[src/rtl/pagerank_pkg.sv]
// Shared types for the PageRank gather stage: rank word, FSM state encoding, saturation limit.
package pagerank_pkg;

    typedef logic [63:0] rank_t;

    typedef enum logic [1:0] {
        IDLE    = 2'd0,
        ACCUM   = 2'd1,
        PUBLISH = 2'd2,
        HOLD    = 2'd3
    } gather_state_e;

    localparam rank_t RANK_MAX = 64'hFFFF_FFFF_FFFF_FFFF;

endpackage

[src/rtl/pagerank_acc_add.sv]
// 64-bit accumulate adder for the gather RMW path.
// GATHER_SAT_EN selects a saturating add; otherwise the add wraps modulo 2^64.
module pagerank_acc_add
    import pagerank_pkg::*;
(
    input  rank_t a,
    input  rank_t b,
    output rank_t sum
);

`ifdef GATHER_SAT_EN
    logic [64:0] full;

    assign full = {1'b0, a} + {1'b0, b};
    assign sum  = full[64] ? RANK_MAX : full[63:0];
`else
    assign sum = a + b;
`endif

endmodule

[src/rtl/pagerank_gather.sv]
// Accumulates per-node contribution sums from the scatter stage and publishes them to
// pagerank_comp. Saturating accumulation is enabled by defining GATHER_SAT_EN.
module pagerank_gather
    import pagerank_pkg::*;
#(
    parameter int NODES_IN_GRAPH = 4,
    parameter int NODE_ID_W      = $clog2(NODES_IN_GRAPH) + 1
) (
    input  logic                             clock,
    input  logic                             reset,
    input  logic                             start,
    input  logic                             update_valid,
    output logic                             update_ready,
    input  logic [NODE_ID_W-1:0]             update_dst,
    input  logic [63:0]                      update_value,
    input  logic                             scatter_done,
    input  logic                             nextIteration,
    input  logic                             pagerank_complete,
    output logic [NODES_IN_GRAPH-1:0][63:0]  pagerank_serial_stream,
    output logic                             stream_start,
    output logic                             stream_done,
    output logic [31:0]                      updates_accepted,
    output logic                             err_bad_dst
);

    gather_state_e                    state, state_nxt;
    logic [NODES_IN_GRAPH-1:0][63:0]  sums;
    logic                             xfer;
    logic                             dst_ok;
    logic                             enter_accum;
    rank_t                            add_a, add_sum;

    assign update_ready = (state == ACCUM);
    assign stream_start = (state == PUBLISH);
    assign stream_done  = (state == HOLD);
    assign pagerank_serial_stream = sums;

    assign xfer   = update_valid & update_ready;
    assign dst_ok = update_dst < NODE_ID_W'(NODES_IN_GRAPH);

    // Read side of the single-cycle RMW; out-of-range ids read zero and are never written.
    always_comb begin
        add_a = '0;
        for (int i = 0; i < NODES_IN_GRAPH; i++)
            if (update_dst == NODE_ID_W'(i)) add_a = sums[i];
    end

    pagerank_acc_add u_add (
        .a   (add_a),
        .b   (update_value),
        .sum (add_sum)
    );

    always_comb begin
        state_nxt = state;
        case (state)
            IDLE:    if (start) state_nxt = ACCUM;
            ACCUM:   if (scatter_done) state_nxt = PUBLISH;
            PUBLISH: state_nxt = HOLD;
            HOLD: begin
                if (pagerank_complete)  state_nxt = IDLE;
                else if (nextIteration) state_nxt = ACCUM;
            end
            default: state_nxt = IDLE;
        endcase
    end

    assign enter_accum = (state_nxt == ACCUM) && (state != ACCUM);

    always_ff @(posedge clock or posedge reset) begin
        if (reset) begin
            state            <= IDLE;
            sums             <= '0;
            updates_accepted <= '0;
            err_bad_dst      <= 1'b0;
        end else begin
            state <= state_nxt;
            if (enter_accum) begin
                sums             <= '0;
                updates_accepted <= '0;
            end else if (xfer) begin
                // Accepted even when out of range so the scatter side never stalls.
                updates_accepted <= updates_accepted + 32'd1;
                if (!dst_ok) err_bad_dst <= 1'b1;
                for (int i = 0; i < NODES_IN_GRAPH; i++)
                    if (dst_ok && update_dst == NODE_ID_W'(i)) sums[i] <= add_sum;
            end
        end
    end

endmodule

[config.mk]
export PLATFORM = sky130hd
export DESIGN_NAME = pagerank_gather
export DESIGN_NICKNAME = d
export VERILOG_FILES = /design/src/rtl/pagerank_pkg.sv /design/src/rtl/pagerank_acc_add.sv /design/src/rtl/pagerank_gather.sv
export SDC_FILE = /design/constraint.sdc
export NUM_CORES = 1
export LEC_CHECK = 0
export ABC_CLOCK_PERIOD_IN_PS = 20400
export BUFFER_PORTS_ARGS = -buffer_cell sky130_fd_sc_hd__buf_2
export CAP_MARGIN = 20
export CORE_MARGIN = 2
export CORE_UTILIZATION = 27
export CTS_BUF_LIST = sky130_fd_sc_hd__clkbuf_16
export DETAILED_ROUTE_END_ITERATION = 6
export PLACE_DENSITY_LB_ADDON = 0.1
export SETUP_SLACK_MARGIN = 0.1
export SYNTH_ARGS = -nofsm -noshare
export SYNTH_HDL_FRONTEND = slang
export SYNTH_SLANG_ARGS = --single-unit
[constraint.sdc]
create_clock -name clock -period 20.4 [get_ports clock]
set_input_delay 4.08 -clock clock [delete_from_list [all_inputs] [get_ports clock]]
set_output_delay 4.08 -clock clock [all_outputs]
set_load 0.05 [all_outputs]
======== Yosys cells after proc, flatten, opt, wreduce, memory -nomap -nowiden ========
Cells that the tools add are included.
word-level totals
  bits in registers ....................... 291
cells by class
  add/sub/neg operators ................... 2
  magnitude comparators ................... 1
  equality and inequality tests ........... 8
  multiplexer cells ....................... 17
  bitwise logic cells ..................... 3
  reduce and logical (&&, ||, !) cells .... 17
operators by type and width
  kind                     count
  $mux W256                2
  $mux W64                 8
  $add A64 B64 Y64         1
  $mux W32                 2
  $add A32 B1 Y32 const B  1
  $reduce_bool A2 Y1       5
  $mux W2                  4
  $pmux W2 S4              1
  $reduce_and A2 Y1        4
  $eq A3 B2 Y1 const B     2
  $logic_and A1 B1 Y1      5
  $eq A2 B1 Y1 const B     2
  $eq A2 B2 Y1 const B     2
  $eq A3 B1 Y1 const B     1
  $logic_not A3 Y1         1
  $lt A3 B3 Y1 const B     1
  $reduce_and A3 Y1        1
  $logic_not A2 Y1         1
  $ne A2 B1 Y1 const B     1
  $not A1 Y1               2
  $and A1 B1 Y1            1

======== Logic depth before layout (Yosys ltp) ========
Gate-level depths: netlist (run 1).
  depth in word-level cells ............... 9
  gate-level depth with buffers ........... 18
  depth with buffers taken out ............ 13

======== Hierarchy ========
From an unflattened synthesis (run 1), not the netlist that was laid out.
second synthesis, totals
  cells, all modules ...................... 2023
  area, all modules ....................... 17755.8 um2
modules (own cells, without submodules)
  module            times used  cells each  area each (um2)
  pagerank_gather   1           1469        13833.3
  pagerank_acc_add  1           554         3922.5

======== Worst setup path before layout (run 1) ========
Ideal clock, no wire load.
  path type ............................... input to register
  from .................................... input port update_dst[0]
  to ...................................... register sums (netlist bit pagerank_serial_stream[121])
  setup time .............................. 127 ps
  data arrival time ....................... 8310 ps
  setup slack ............................. 11963 ps
  stages on the path ...................... 16
  path buffers ............................ 4
  cells stage by stage .................... clkbuf_1 > buf_1 > buf_1 > mux4_2 > nor2b_1 > ha_1 > buf_4 > and4_1 > nor4b_2 > inv_1 > a2111oi_4 > nor3_4 > or4_4 > and3_4 > o21ai_2 > o21ai_1
between the ends
  word-level cells in the longest chain between the ends .. 9
RTL lines
  element                         line                    source
  start: declaration              pagerank_gather.sv:14   input logic [NODE_ID_W-1:0] update_dst,
  $logic_not A3 Y1                pagerank_gather.sv:45   if (update_dst == NODE_ID_W'(i)) add_a = sums[i];
  $mux W64 (4 in series)          pagerank_gather.sv:45
  $add A64 B64 Y64                pagerank_acc_add.sv:17  assign sum = a + b;
  $mux W64                        pagerank_gather.sv:86   if (dst_ok && update_dst == NODE_ID_W'(i)) sums[i] <= add_sum;
  $mux W256                       pagerank_gather.sv:81   end else if (xfer) begin
  $mux W256                       pagerank_gather.sv:78   if (enter_accum) begin
  end signal: indexed assignment  pagerank_gather.sv:86
  end: declaration                pagerank_gather.sv:27   logic [NODES_IN_GRAPH-1:0][63:0] sums;
Several ways; a longest one is shown, not always the timed one. The select of a mux whose other input is x is not followed.
A chain may end at the register's enable or synchronous reset.

======== Worst setup path after layout (run 1) ========
  from .................................... input port update_dst[1]
  to ...................................... register sums (netlist bit pagerank_serial_stream[126])
The elaborated chain is that of the path after synthesis.

==> reports/results.txt, run 1 <==
count of synthesis-stage warnings from yosys = 0
net switching power figure = 1540 µW
top library cells by usage in the layout, fill and taps aside = buf_2 (363), nand2_1 (336), dfrtp_1 (291)
leading post-synthesis cells by cell area = dfrtp_1 (40%), mux4_2 (8.0%), nand2_1 (7.0%)
capture point of the worst reg-to-reg path = pagerank_serial_stream[63]
result of the run = completed
Hold Vio Cnt, Final = 0
Worst EP required = 20.80 ns
ratio of cells with drive above 1 in the final layout = 24.76%
total half-perimeter wirelength after legalization and detailed placement = 54.96 mm
all-layer global routing usage = 21.33%
Buffers on Ports = 365
clk_skew = 0.03264 ns
worst endpoint data arrival time = 9.23 ns
setup fix buffers added after clock tree synthesis = 0
proportion of total power due to net switching = 50.87%
die outline area = 68940 µm²
Synth async-reset ratio = 100.0%
total power divided by cell area = 139.0 nW/µm²
number of buffers inserted during clock tree synthesis = 39
CTS root buf = clkbuf_16
Comb power frac = 49.1%
count of flip-flops with a built-in enable after synthesis = 0
max-capacitance violation count = 0
final max-slew violation count = 0
clock transition at the registers of the reported paths = 0.05 ns
largest buffer count on any clock path = 3
reg2reg start = pagerank_serial_stream[193]
number of core rows = 94
cell area after synthesis = 18050 µm²
type of element capturing the critical path = register
average wire length per cell after detail routing = 23.99 µm
largest net degree at the start of global routing = 109
share of total power in the clock network = 21.8%
biggest area consumer among synthesized cells = dfrtp_1
CTS sink count = 291
Int Power = 1487 µW
area of the core = 65980 µm²
static leakage = 0.01043 µW
post-synth net total = 2096
cts repair resizes = 0
critical path endpoint = pagerank_serial_stream[126]
sequential fraction of the synthesis area = 40.34%
residual DRC count = 0
crit path time final = 8.824 ns
launch point of the worst path = update_dst[1]
Max rail drop VDD = 0.05924 mV
leading cell type in the layout, fill and taps excluded = buf_2
overflow left after global routing = 0
final period utilization = 43.25%
worst relative slew slack = 33.05%
die height = 262.6 µm
total of endpoints with negative setup slack in the final report = 0
cells after synthesis = 1943
via count of the routed design = 16330
wire length of the first global-routing pass = 111.5 mm
number of search-and-repair iterations in the first detailed-routing pass = 7
max frequency = 0.1133 GHz
Cell Count Post-Placement = 3064
clock latency of the later-clocked register in the worst-skew pair = 0.57 ns
count of non-filler cells in the finished layout = 3133
aggregate negative setup slack = 0 ns
Die W = 262.6 µm
Syn-to-layout area delta = 20.60%
number of routed nets with antenna violations = 0
path type of the worst setup path = input pin to register
violation count after the first detailed-routing iteration = 1242
pin slew with the least headroom to its limit = 1.004 ns
Final #Nets = 2395
share of power burned in registers = 29.1%
H-tree depth = 2
Hold WC Path Type = register to register
vias per cell = 5.213
I/O pin cnt = 366
Routed Wire Length = 75.16 mm
count of unique library cells instantiated by Yosys = 86
maximum fanout along the worst path = 46
number of global-route vias before repair = 16080
clock tree from TritonCTS = done
final weighted congestion in routability-driven placement = 0.8910
Synth Register Bits = 291
hold path depth = 1
CTS hold repair buffers = 0
Starting Density = 27.36%
initial antenna violation count = 6
cell chain of the critical path = buf_4, buf_4, mux4_2, nor2b_1, ha_1, fa_1, nand3_1, a21o_1, a2111oi_2, a211oi_2, o21ai_1, a21boi_1, o311ai_1, xnor2_1, o21ai_1
critical-path cell with the highest stage delay = buf_4
number of cells on the worst reg-to-reg path = 12
slack of the worst reg-to-reg path = 16.08 ns
setup repair after global routing missed its margin = no
crit path launch type = input pin
predominant post-synthesis flop cell = dfrtp_1
max incr delay on CP = 0.75 ns
Syn Area/Cell = 9.290 µm²
area fraction of the dominant cell type after synthesis = 40.34%
through the flow:
stage	cell area (µm²)	total power [µW]	setup slack (ns)	util (%)	hold slack, ns
finish	21770	3026	11.58	32.99	0.4528
global route	21770	3191	11.27	32.99	0.4659
CTS	21750	3053	11.53	32.97	0.4565
detailed placement	20560	2380	10.94	31.16	0.4436
global placement	20560	2369	11.05	31.16	0.4462
floorplan	18050	1924	8.286	-	0.5195
logic make-up (layout without fill, tap and decap cells):
logic type	Yosys count	count (layout)	synth area share [%]
mux	79	79	8.879
buf+inv	152	475	3.965
other cells	0	3	0
fa+ha+maj	79	79	5.517
flops	291	291	40.34
simple gates	740	740	19.51
compound gates	524	524	18.00
xor+xnor	78	78	3.785
worst max-delay path, delay by kind of cell:
| kind | cells | cell delay [ns] |
|---|---|---|
| multiplexers | 1 | 0.58 |
| XOR/XNOR | 1 | 0.52 |
| adder cells (fa/ha/maj) | 2 | 0.70 |
| buffers and inverters | 2 | 1.16 |
| AO/OA/AOI/OAI | 7 | 1.76 |
| AND/OR/NAND/NOR | 2 | 0.29 |
power by group through the flow:
stage / combinational, µW / clock (µW) / sequential [µW]
after global placement: 1480 / 0 / 887
after floorplan: 576 / 0 / 1350
after detailed placement: 1490 / 0 / 887
after CTS: 1500 / 679 / 879
final: 1490 / 660 / 880
after global routing: 1580 / 706 / 900
area by class of cell:
class / instances / area, µm²
fill: 6913 / 44210
multi-input combinational: 1500 / 10110
sequential: 291 / 7282
timing repair buffer: 388 / 2004
tap: 864 / 1081
clock buffer: 40 / 1001
clock inverter: 25 / 192.7
inverter: 22 / 90.09
antenna: 3 / 7.507
registers in the layout, indices dropped and copies added, names as in the netlist:
register	cells
pagerank_serial_stream	256
updates_accepted	32
state	2
err_bad_dst	1
worst min-delay path by stage:
stage | start | end | slack, ns
5_1_grt | err_bad_dst | err_bad_dst | 0.47
3_5_place_dp | err_bad_dst | err_bad_dst | 0.44
4_1_cts | err_bad_dst | err_bad_dst | 0.46
3_3_place_gp | err_bad_dst | err_bad_dst | 0.45
2_1_floorplan | state[0] | state[0] | 0.52
6_report | err_bad_dst | err_bad_dst | 0.45
routing by layer:
layer | wire length [µm] | vias to the layer above | global-route usage (%)
met3 | 5559 | 91 | 5.350
met1 | 34710 | 8132 | 30.13
met4 | 1619 | 0 | 5.219
met5 | 0 | - | 0
met2 | 33270 | 522 | 32.56
li1 | - | 7588 | -
synthesized netlist by cell type (5+ instances only):
| master | count |
|---|---|
| nand2_1 | 337 |
| dfrtp_1 | 291 |
| a21oi_1 | 170 |
| o21ai_0 | 145 |
| nor2_1 | 113 |
| clkbuf_1 | 92 |
| nand3_1 | 82 |
| ha_1 | 78 |
| nor2b_1 | 69 |
| mux4_2 | 64 |
| xnor2_1 | 41 |
| a21o_1 | 39 |
| xor2_1 | 37 |
| nand4_1 | 27 |
| nor3_1 | 26 |
| o21ai_1 | 24 |
| inv_1 | 22 |
| a31oi_1 | 21 |
| and3_1 | 18 |
| and2_1 | 13 |
| buf_1 | 13 |
| o211ai_1 | 13 |
| o21a_1 | 13 |
| a22o_1 | 12 |
| o31ai_1 | 12 |
| a211oi_1 | 11 |
| o21bai_1 | 10 |
| or3_1 | 9 |
| buf_6 | 7 |
| nor4_1 | 7 |
| or4_1 | 7 |
| a221oi_1 | 6 |
| a22oi_1 | 6 |
| buf_4 | 6 |
| mux2i_1 | 6 |
| and4_1 | 5 |
| clkbuf_8 | 5 |
| mux2_2 | 5 |
Note: power is estimated with default switching activity, not from simulation.
==> run 2: changes to the inputs <==
- ABC_CLOCK_PERIOD_IN_PS: 20400 -> 9100
- clock period: 20.4 -> 9.1 ns (I/O delays scaled with it)
==> reports/results.txt, run 2 (synthesis gave the netlist of run 1 again) <==
area of the core = 65980 µm² (unchanged)
result of the run = completed (unchanged)
path type of the worst setup path = input pin to register (unchanged)
crit path time final = 6.147 ns
Worst EP required = 9.59 ns (was 20.80 ns)
final max-slew violation count = 0 (unchanged)
residual DRC count = 0 (unchanged)
maximum fanout along the worst path = 38 (was 46)
total of endpoints with negative setup slack in the final report = 0 (unchanged)
number of core rows = 94 (unchanged)
Met3 Wirelength = 4.815 mm (was 5.559 mm)
number of buffers inserted during clock tree synthesis = 38 (was 39)
worst endpoint data arrival time = 6.64 ns (was 9.23 ns)
die outline area = 68940 µm² (unchanged)
max-capacitance violation count = 0 (unchanged)
launch point of the worst path = update_dst[0] (was update_dst[1])
CTS sink count = 291 (unchanged)
setup repair after global routing missed its margin = no (unchanged)
Routed Wire Length = 75.05 mm (was 75.16 mm)
clk_skew = 0.04038 ns (was 0.03264 ns)
final period utilization = 67.55%
HP Start = err_bad_dst (unchanged)
wire length of the first global-routing pass = 110.7 mm (was 111.5 mm)
pin slew with the least headroom to its limit = 0.8636 ns (was 1.004 ns)
number of routed nets with antenna violations = 0 (unchanged)
die height = 262.6 µm (unchanged)
static leakage = 0.01044 µW (was 0.01043 µW)
all-layer global routing usage = 21.29% (was 21.33%)
met1 routed wirelength after detailed routing = 35.51 mm (was 34.71 mm)
Starting Density = 27.36% (unchanged)
CTS hold repair buffers = 0 (unchanged)
largest net degree at the start of global routing = 139 (was 109)
largest buffer count on any clock path = 3 (unchanged)
overflow left after global routing = 0 (unchanged)
via count of the routed design = 16440 (was 16330)
count of non-filler cells in the finished layout = 3133 (unchanged)
number of flip-flops in the largest register = 256 (unchanged)
setup fix buffers added after clock tree synthesis = 0 (unchanged)
ratio of cells with drive above 1 in the final layout = 24.85% (was 24.76%)
total power divided by cell area = 313.2 nW/µm² (was 139.0 nW/µm²)
uppermost routed layer = met5 (was met4)
clock transition at the registers of the reported paths = 0.05 ns (about the same)
number of search-and-repair iterations in the first detailed-routing pass = 5 (was 7)
total half-perimeter wirelength after legalization and detailed placement = 55.34 mm (was 54.96 mm)
Hold Vio Cnt, Final = 0 (unchanged)
met2 WL post-DR = 33.11 mm (was 33.27 mm)
vias per cell = 5.249 (was 5.213)
Syn-to-layout area delta = 20.93% (was 20.60%)
worst relative slew slack = 41.94% (was 33.05%)
I/O pin cnt = 366 (unchanged)
average wire length per cell after detail routing = 23.96 µm (was 23.99 µm)
CTS root buf = clkbuf_16 (unchanged)
cts repair resizes = 0 (unchanged)
aggregate negative setup slack = 0 ns (unchanged)
final weighted congestion in routability-driven placement = 0.8542 (was 0.8910)
top library cells by usage in the layout, fill and taps aside = buf_2 (363), nand2_1 (336), dfrtp_1 (291) (unchanged)
reg2reg start = pagerank_serial_stream[206] (was pagerank_serial_stream[193])
Final #Nets = 2393 (was 2395)
Cell Count Post-Placement = 3064 (unchanged)
clock latency of the later-clocked register in the worst-skew pair = 0.58 ns (was 0.57 ns)
Buffers on Ports = 365 (unchanged)
clock tree from TritonCTS = done (unchanged)
number of global-route vias before repair = 16010 (was 16080)
violation count after the first detailed-routing iteration = 1118 (was 1242)
max frequency = 0.1627 GHz
Hold WC Path Type = register to register (unchanged)
Max rail drop VDD = 0.1138 mV (was 0.05924 mV)
Die W = 262.6 µm (unchanged)
type of element capturing the critical path = register (unchanged)
leading cell type in the layout, fill and taps excluded = buf_2 (unchanged)
crit path launch type = input pin (unchanged)
H-tree depth = 2 (unchanged)
initial antenna violation count = 11 (was 6)
[run 2: metrics by stage]
step	setup slack, ns	total power, µW	instance area [µm²]	hold slack [ns]	utilization [%]
floorplan	2.923	4314	18050	0.5195	-
CTS	2.914	6895	21810	0.4633	33.06
global placement	2.323	5314	20580	0.4428	31.19
global route	2.597	7194	21820	0.5035	33.08
detailed placement	2.294	5337	20580	0.4489	31.19
finish	2.953	6836	21830	0.4621	33.08
[run 2: layout make-up]
type                    count  area (µm²)
fillers                  6924       44150
multi-input cells        1500       10110
flip-flops and latches    291        7282
repair buffers            387        2022
well taps                 864        1081
clock buffers              40        1001
clock inverters            22       227.7
inverters                  22       86.33
diodes                      7       17.52
[run 2: worst paths after layout]
| kind | cells past startpoint | slack, ns | end |
|---|---|---|---|
| max reg2reg | 12 | 4.66 | pagerank_serial_stream[255] |
| min reg2reg | 1 | 0.46 | err_bad_dst |
| min in group asynchronous | 2 | 1.38 | updates_accepted[15] |
| max in group asynchronous | 3 | 6.34 | pagerank_serial_stream[47] |
| min | 1 | 0.46 | err_bad_dst |
| max | 14 | 2.95 | pagerank_serial_stream[255] |
[run 2: power breakdown]
group / total (µW) / internal (µW) / switching [µW]
Sequential: 1960 / 1630 / 322
Clock: 1520 / 905 / 619
Combinational: 3360 / 847 / 2510
Total: 6840 / 3390 / 3450
[run 2: routing by layer]
metal  GRT usage (%)  vias to the layer above
met4           5.654                        2
met2           31.94                      523
li1                -                     7570
met1           30.86                     8270
met5               0                        -
met3           4.563                       79
[run 2: worst max-delay path: stages]
cell	delay, ns
buf_4	0.59
buf_12	0.38
mux4_2	0.36
nor2b_1	0.18
ha_1	0.32
a211oi_1	0.34
o211ai_1	0.16
nor3b_1	0.19
a2111o_1	0.50
nand4_1	0.16
o211ai_1	0.31
a22oi_1	0.79
mux2_1	0.39
o211ai_1	0.09
